## src/rtl/seg_scan_driver.sv

```systemverilog
// Digit scan controller for the clock display: steps a one-hot digit select and
// feeds the 7-segment decoder either BCD digits or a slowly scrolling message index.
module seg_scan_driver #(
    parameter int SCAN_DIV = 50000,
    parameter int CHAR_DIV = 250,
    parameter int MSG_LEN  = 7
) (
    input  logic       CLK,
    input  logic       RST,
    input  logic [3:0] D0,
    input  logic [3:0] D1,
    input  logic [3:0] D2,
    input  logic [3:0] D3,
    input  logic       TOP_CURRENT_STATE,
    input  logic [1:0] DIS_CURRENT_STATE,
    output logic [3:0] SA,
    output logic [3:0] COUNT,
    output logic       MSG_WRAP
);

    localparam int SW = (SCAN_DIV > 1) ? $clog2(SCAN_DIV) : 1;
    localparam int FW = (CHAR_DIV > 1) ? $clog2(CHAR_DIV) : 1;
    localparam logic [SW-1:0] SCAN_LAST  = SW'(SCAN_DIV - 1);
    localparam logic [FW-1:0] FRAME_LAST = FW'(CHAR_DIV - 1);
    localparam logic [3:0]    CHAR_LAST  = 4'(MSG_LEN - 1);

    logic [SW-1:0] scan_cnt;
    logic [1:0]    ptr;
    logic [FW-1:0] frame_cnt;
    logic [3:0]    char_idx;
    logic [1:0]    mode_prev;

    logic          msg_lo, msg_hi, msg, msg_prev, entry;
    logic [1:0]    mode;
    logic          scan_tc, frame_tick, frame_tc;
    logic [1:0]    ptr_nxt;
    logic [FW-1:0] frame_nxt;
    logic [3:0]    idx_nxt;
    logic          wrap_nxt;
    logic [3:0]    d_sel, count_nxt;
    logic          use_idx, load_count;

    // Digit pair 0/1 wins when both pairs request message mode.
    assign msg_lo   = TOP_CURRENT_STATE & DIS_CURRENT_STATE[0];
    assign msg_hi   = TOP_CURRENT_STATE & DIS_CURRENT_STATE[1] & ~DIS_CURRENT_STATE[0];
    assign msg      = msg_lo | msg_hi;
    assign mode     = {msg_hi, msg_lo};
    assign msg_prev = |mode_prev;
    assign entry    = msg & ~msg_prev;

    assign scan_tc    = (scan_cnt == SCAN_LAST);
    assign ptr_nxt    = ptr + {1'b0, scan_tc};
    assign frame_tick = scan_tc && (ptr == 2'd3);
    assign frame_tc   = frame_tick && (frame_cnt == FRAME_LAST);

    always_comb begin
        frame_nxt = frame_cnt;
        idx_nxt   = char_idx;
        wrap_nxt  = 1'b0;
        if (!msg || entry) begin
            frame_nxt = '0;
            idx_nxt   = '0;
        end else if (frame_tc) begin
            frame_nxt = '0;
            if (char_idx == CHAR_LAST) begin
                idx_nxt  = '0;
                wrap_nxt = 1'b1;
            end else begin
                idx_nxt = char_idx + 4'd1;
            end
        end else if (frame_tick) begin
            frame_nxt = frame_cnt + 1'b1;
        end
    end

    always_comb begin
        d_sel = D0;
        case (ptr_nxt)
            2'd0: d_sel = D0;
            2'd1: d_sel = D1;
            2'd2: d_sel = D2;
            2'd3: d_sel = D3;
            default: d_sel = D0;
        endcase
    end

    // COUNT reloads at each digit boundary, and also mid-hold when the mode changes.
    assign use_idx    = (msg_lo && !ptr_nxt[1]) || (msg_hi && ptr_nxt[1]);
    assign count_nxt  = use_idx ? idx_nxt : d_sel;
    assign load_count = scan_tc || (mode != mode_prev);

    always_ff @(posedge CLK or negedge RST) begin
        if (!RST) begin
            scan_cnt  <= '0;
            ptr       <= '0;
            frame_cnt <= '0;
            char_idx  <= '0;
            mode_prev <= '0;
            SA        <= 4'b0001;
            COUNT     <= '0;
            MSG_WRAP  <= 1'b0;
        end else begin
            scan_cnt  <= scan_tc ? '0 : scan_cnt + 1'b1;
            ptr       <= ptr_nxt;
            frame_cnt <= frame_nxt;
            char_idx  <= idx_nxt;
            mode_prev <= mode;
            MSG_WRAP  <= wrap_nxt;
            SA        <= 4'b0001 << ptr_nxt;
            if (load_count) COUNT <= count_nxt;
        end
    end

endmodule

```

## config.mk

```make
export PLATFORM = sky130hd
export DESIGN_NAME = seg_scan_driver
export DESIGN_NICKNAME = d
export VERILOG_FILES = /design/src/rtl/seg_scan_driver.sv
export SDC_FILE = /design/constraint.sdc
export NUM_CORES = 1
export LEC_CHECK = 0
export CAP_MARGIN = 20
export CORE_ASPECT_RATIO = 0.9
export CORE_UTILIZATION = 49
export DETAILED_ROUTE_END_ITERATION = 12
export PLACE_DENSITY = 0.76
export SYNTH_ARGS = -nofsm -noshare
export SYNTH_HDL_FRONTEND = slang
export SYNTH_SLANG_ARGS = --single-unit
```

## constraint.sdc

```tcl
create_clock -name CLK -period 2.7 [get_ports CLK]
set_input_delay 0.54 -clock CLK [delete_from_list [all_inputs] [get_ports CLK]]
set_output_delay 0.54 -clock CLK [all_outputs]
set_load 0.01 [all_outputs]
```

* Yosys cells after proc, flatten, opt, wreduce, memory -nomap -nowiden
Index checks and enable logic that the tools add are counted.
** Cells by class
- Reduce and logical (&&, ||, !) cells :: 12
- Eq/ne operators :: 8
- Add/sub/neg operators :: 4
- Order comparisons :: 0
- Divide/modulo/power cells :: 0
- Shift-type cells :: 1
- Bitwise gates (word level) :: 7
- Muxes and demuxes :: 12
- $mul :: 0
** Operator list (number)
- 2-to-1 mux 8 bit :: 3
- adder 16 x 1 -> 16 bit, second input constant :: 1
- == test 16 bit, second input constant :: 1
- 2-to-1 mux 16 bit :: 1
- 2-to-1 mux 4 bit :: 4
- one-hot mux 4 bit (4 select lines) :: 1
- adder 8 x 1 -> 8 bit, second input constant :: 1
- == test 8 bit, second input constant :: 1
- == test 2 bit, second input constant :: 3
- adder 4 x 1 -> 4 bit, second input constant :: 1
- AND 1 bit :: 4
- == test 4 x 3 -> 1 bit, second input constant :: 1
- logical AND 1 bit :: 4
- << shifter 1 x 2 -> 4 bit, first input constant :: 1
- logical OR 1 bit :: 3
- 2-to-1 mux 1 bit :: 3
- nonzero test 3 bit :: 1
- adder 2 x 1 -> 2 bit :: 1
- == test 2 x 1 -> 1 bit, second input constant :: 1
- zero test 1 bit :: 2
- zero test 2 bit :: 1
- != test 2 bit :: 1
- inverter 1 bit :: 2
- OR reduction 2 bit :: 1
- bitwise OR 1 bit :: 1
** Word-level totals
- Memories :: 0
- ROM bits :: 0
- Bits in registers :: 41
- Bits in writable memories :: 0
- Word-level logic and storage cells :: 52
- Output and inout port bits :: 9
- Latch bits :: 0

* Depth between registers and ports, before layout
- Depth after elaboration :: 7
- Depth in mapped cells :: 12

* Least setup slack after synthesis
No wires, ideal clock.
- Path type :: register to register
- Start point :: register scan_cnt[0]
- End point :: register COUNT[1]
- Clock period less this slack :: 2.918 ns
- Path slack :: -0.218 ns
- Setup time :: 0.124 ns
- Buffers on the path :: 1
- Cell stages (with the launch flop) :: 12
- Arrival :: 2.794 ns
- Required time :: 2.576 ns
- Cells stage by stage :: dfrtp_1 -> ha_1 -> and3_1 -> nand4_1 -> inv_2 -> buf_2 -> ha_1 -> xnor2_2 -> mux4_2 -> and2_1 -> mux2i_1 -> o21ai_1
** Between the ends
- Longest elaborated chain between the ends :: 6
- Elaborated cells on any way between the ends :: 17
** RTL lines
- start, declared :: line 27 : logic [SW-1:0] scan_cnt;
- start signal, assigned :: line 103 : scan_cnt <= scan_tc ? '0 : scan_cnt + 1'b1;
- == test 16 bit * :: line 51 : assign scan_tc = (scan_cnt == SCAN_LAST);
- branches (longest 5 deep; another with adder 2 x 1 -> 2 bit)
- end signal, assigned :: line 110 : if (load_count) COUNT <= count_nxt;
- end, declared :: line 17 : output logic [3:0] COUNT,
Mark *: on every way between the ends.
A chain may end at the register's enable or synchronous reset.

* Worst setup path in the final report
Same ends and word-level chain as after synthesis.

==> flow_summary.ini <==
[critical_path]
crit_type = reg2reg
path_max_fanout = 7
worstPathRequired_ps = 2890
cp-end-kind = flop
cp.arrival_ps = 2730
start_kind = flop

[clock_tree]
cts_resized = 0
clk_pin_slew_ps = 80
clk_latency_ps = 300
cts_setup_buffers = 0
cts_buffers = 5
cts_root_buf = clkbuf_8
cts_buffer_depth = 2
cts_sinks = 41
ctsHoldBuffers = 0
htree_levels = 2
cts_tree = done

[timing]
rsz0062_at_grt = false
whs_ps = 359.5
period_share_pct = 94.19
slew_violations = 0
setup_violations = 0
final_hold_viol_count = 0
tns_ps = 0
fin_worst_skew_ps = 6.074
fmax_ghz = 0.3932
max-slew-margin-rel_pct = 40.51
tightest_slew_ps = 892.4
fin_crit_ps = 2543

[drt]
dr.pass1.iters = 4
drt-total-wl_mm = 4.307
drcViolationCount = 0
via_per_inst = 5.616
drtIter0Drc = 106
wl_per_cell_um = 14.90
final_antenna_net_count = 0
vias = 1623

[synthesis]
syn_area_per_cell_um2 = 10.40
syn_nets = 228
synth_common_cells = 40 x dfrtp_1, 19 x nor2_1, 16 x nand2_1
yosys-top-cells-area = dfrtp_1 47%, mux4_2 4.3%, nor2_1 3.4%, xnor2_1 3.3%, nand2_1 2.8%
synth_area_mm2 = 0.002111
synthDistinctLibCells = 49
synth_top_area_share_pct = 47.42
ys_seq_area_share_pct = 48.67
yosysWarnings = 0
synthCells = 203
synthFlopType = dfrtp_1
synthArstFlopShare_pct = 100.0
yosysMostFrequentCell = dfrtp_1
ys_ff_latch = 41
synth_top_area_cell = dfrtp_1
synth-edff-count = 0

[placed_design]
dpl.hpwl_mm = 3.164
place_inst = 281
io_buffers = 29
dpl_cell_area_mm2 = 0.002500
gp_congestion = 0.7708

[power]
p_leak_uw = 0.001073
p_per_area_mw_per_mm2 = 438.9
ir_worst_vdd_uv = 260.8

[floorplan]
io_pins = 30
die_w_um = 71.19
rows = 22
dieArea_mm2 = 0.004575
core_area_mm2 = 0.004101
start_util_pct = 51.46
chipHeight_um = 64.27

[final_layout]
final_cells = 289
drive_gt1_share_pct = 10.79
syn2layout_area_growth_pct = 22.53
antennaDiodeCount = 0
fin_nets = 265
fin_util_pct = 63.06
postLayoutCellArea_mm2 = 0.002586

[grt]
grt_first_pass_wirelength_mm = 7.562
grt_pass1_vias = 1610
overflow = 0
antenna_found_initial = 0
grtUsageTotal_pct = 21.64
grt_max_degree = 42

[worst_hold_path]
hold_class = in2async

[outcome]
status = finished, final reports clean

[job]
drv_cap = 0
[stage by stage]
step                worst slack, ps  power, uW
floorplan                     21.08      676.6
finish                        156.9       1135
global placement              223.3      744.3
detailed placement            186.4      745.9
CTS                           156.2       1147
global route                  7.328       1182
[worst paths after layout]
path,slack (ps),start,end,depth (start not counted)
min reg2reg,510,scan_cnt[13],scan_cnt[13],1
max reg2reg,160,scan_cnt[0],COUNT[1],10
min,360,RST,frame_cnt[2],1
max,160,scan_cnt[0],COUNT[1],10
min in group CLK,510,scan_cnt[13],scan_cnt[13],1
max in group asynchronous,1790,RST,scan_cnt[11],1
[flip-flops by register name, summed over array words and instances, names as in the netlist]
register	flops
COUNT	4
MSG_WRAP	1
SA	4
char_idx	4
frame_cnt	8
mode_prev	2
ptr	2
scan_cnt	16
[routing by layer]
layer / track usage, % / wire, um
met4: 6.500 / 47
met5: 0 / 0
met1: 29.22 / 2145
met2: 33.57 / 1869
met3: 6.625 / 245
[final cells by class]
type / instances / area [um^2]
Clock inverter: 3 / 17.52
Clock buffer: 5 / 68.82
Sequential cell: 41 / 1027
Fill cell: 339 / 1515
Timing Repair Buffer: 33 / 315.3
Tap cell: 48 / 60.06
Multi-Input combinational cell: 152 / 1071
Inverter: 7 / 26.28
[cell usage in the layout, fill, tap and decap left out, drive strengths merged, types with 5 or more instances in the layout]
cell type	instances
buf	5
inv	7
clkdlybuf4s50	28
xor2	6
and2	9
nand3	10
o21ai	11
clkbuf	5
nor2	19
nand4	8
a21oi	7
dfrtp	40
nand2	16
xnor2	9
[logic make-up after synthesis]
logic type | Yosys count | synth area share (%)
flops | 41 | 48.67
fa+ha+maj | 4 | 2.371
mux | 7 | 5.691
compound gates | 37 | 11.68
simple gates | 89 | 23.18
xor+xnor | 15 | 6.580
buf+inv | 10 | 1.837
[where the power goes]
group | switching [uW] | total (uW) | internal, uW
clock network | 224 | 402 | 178
registers | 7.68 | 631 | 624
logic | 41.8 | 101 | 59.7
[critical path, cell delays in order, from the launching register on]
cell and delay, ps:
dfrtp_1 440, ha_2 230, and3_1 220, nand4_1 120
inv_2 70, ha_4 170, xnor2_4 280, mux4_2 530
and2_1 160, mux2i_1 120, o21ai_1 80
Note: power is estimated with default switching activity, not from simulation.
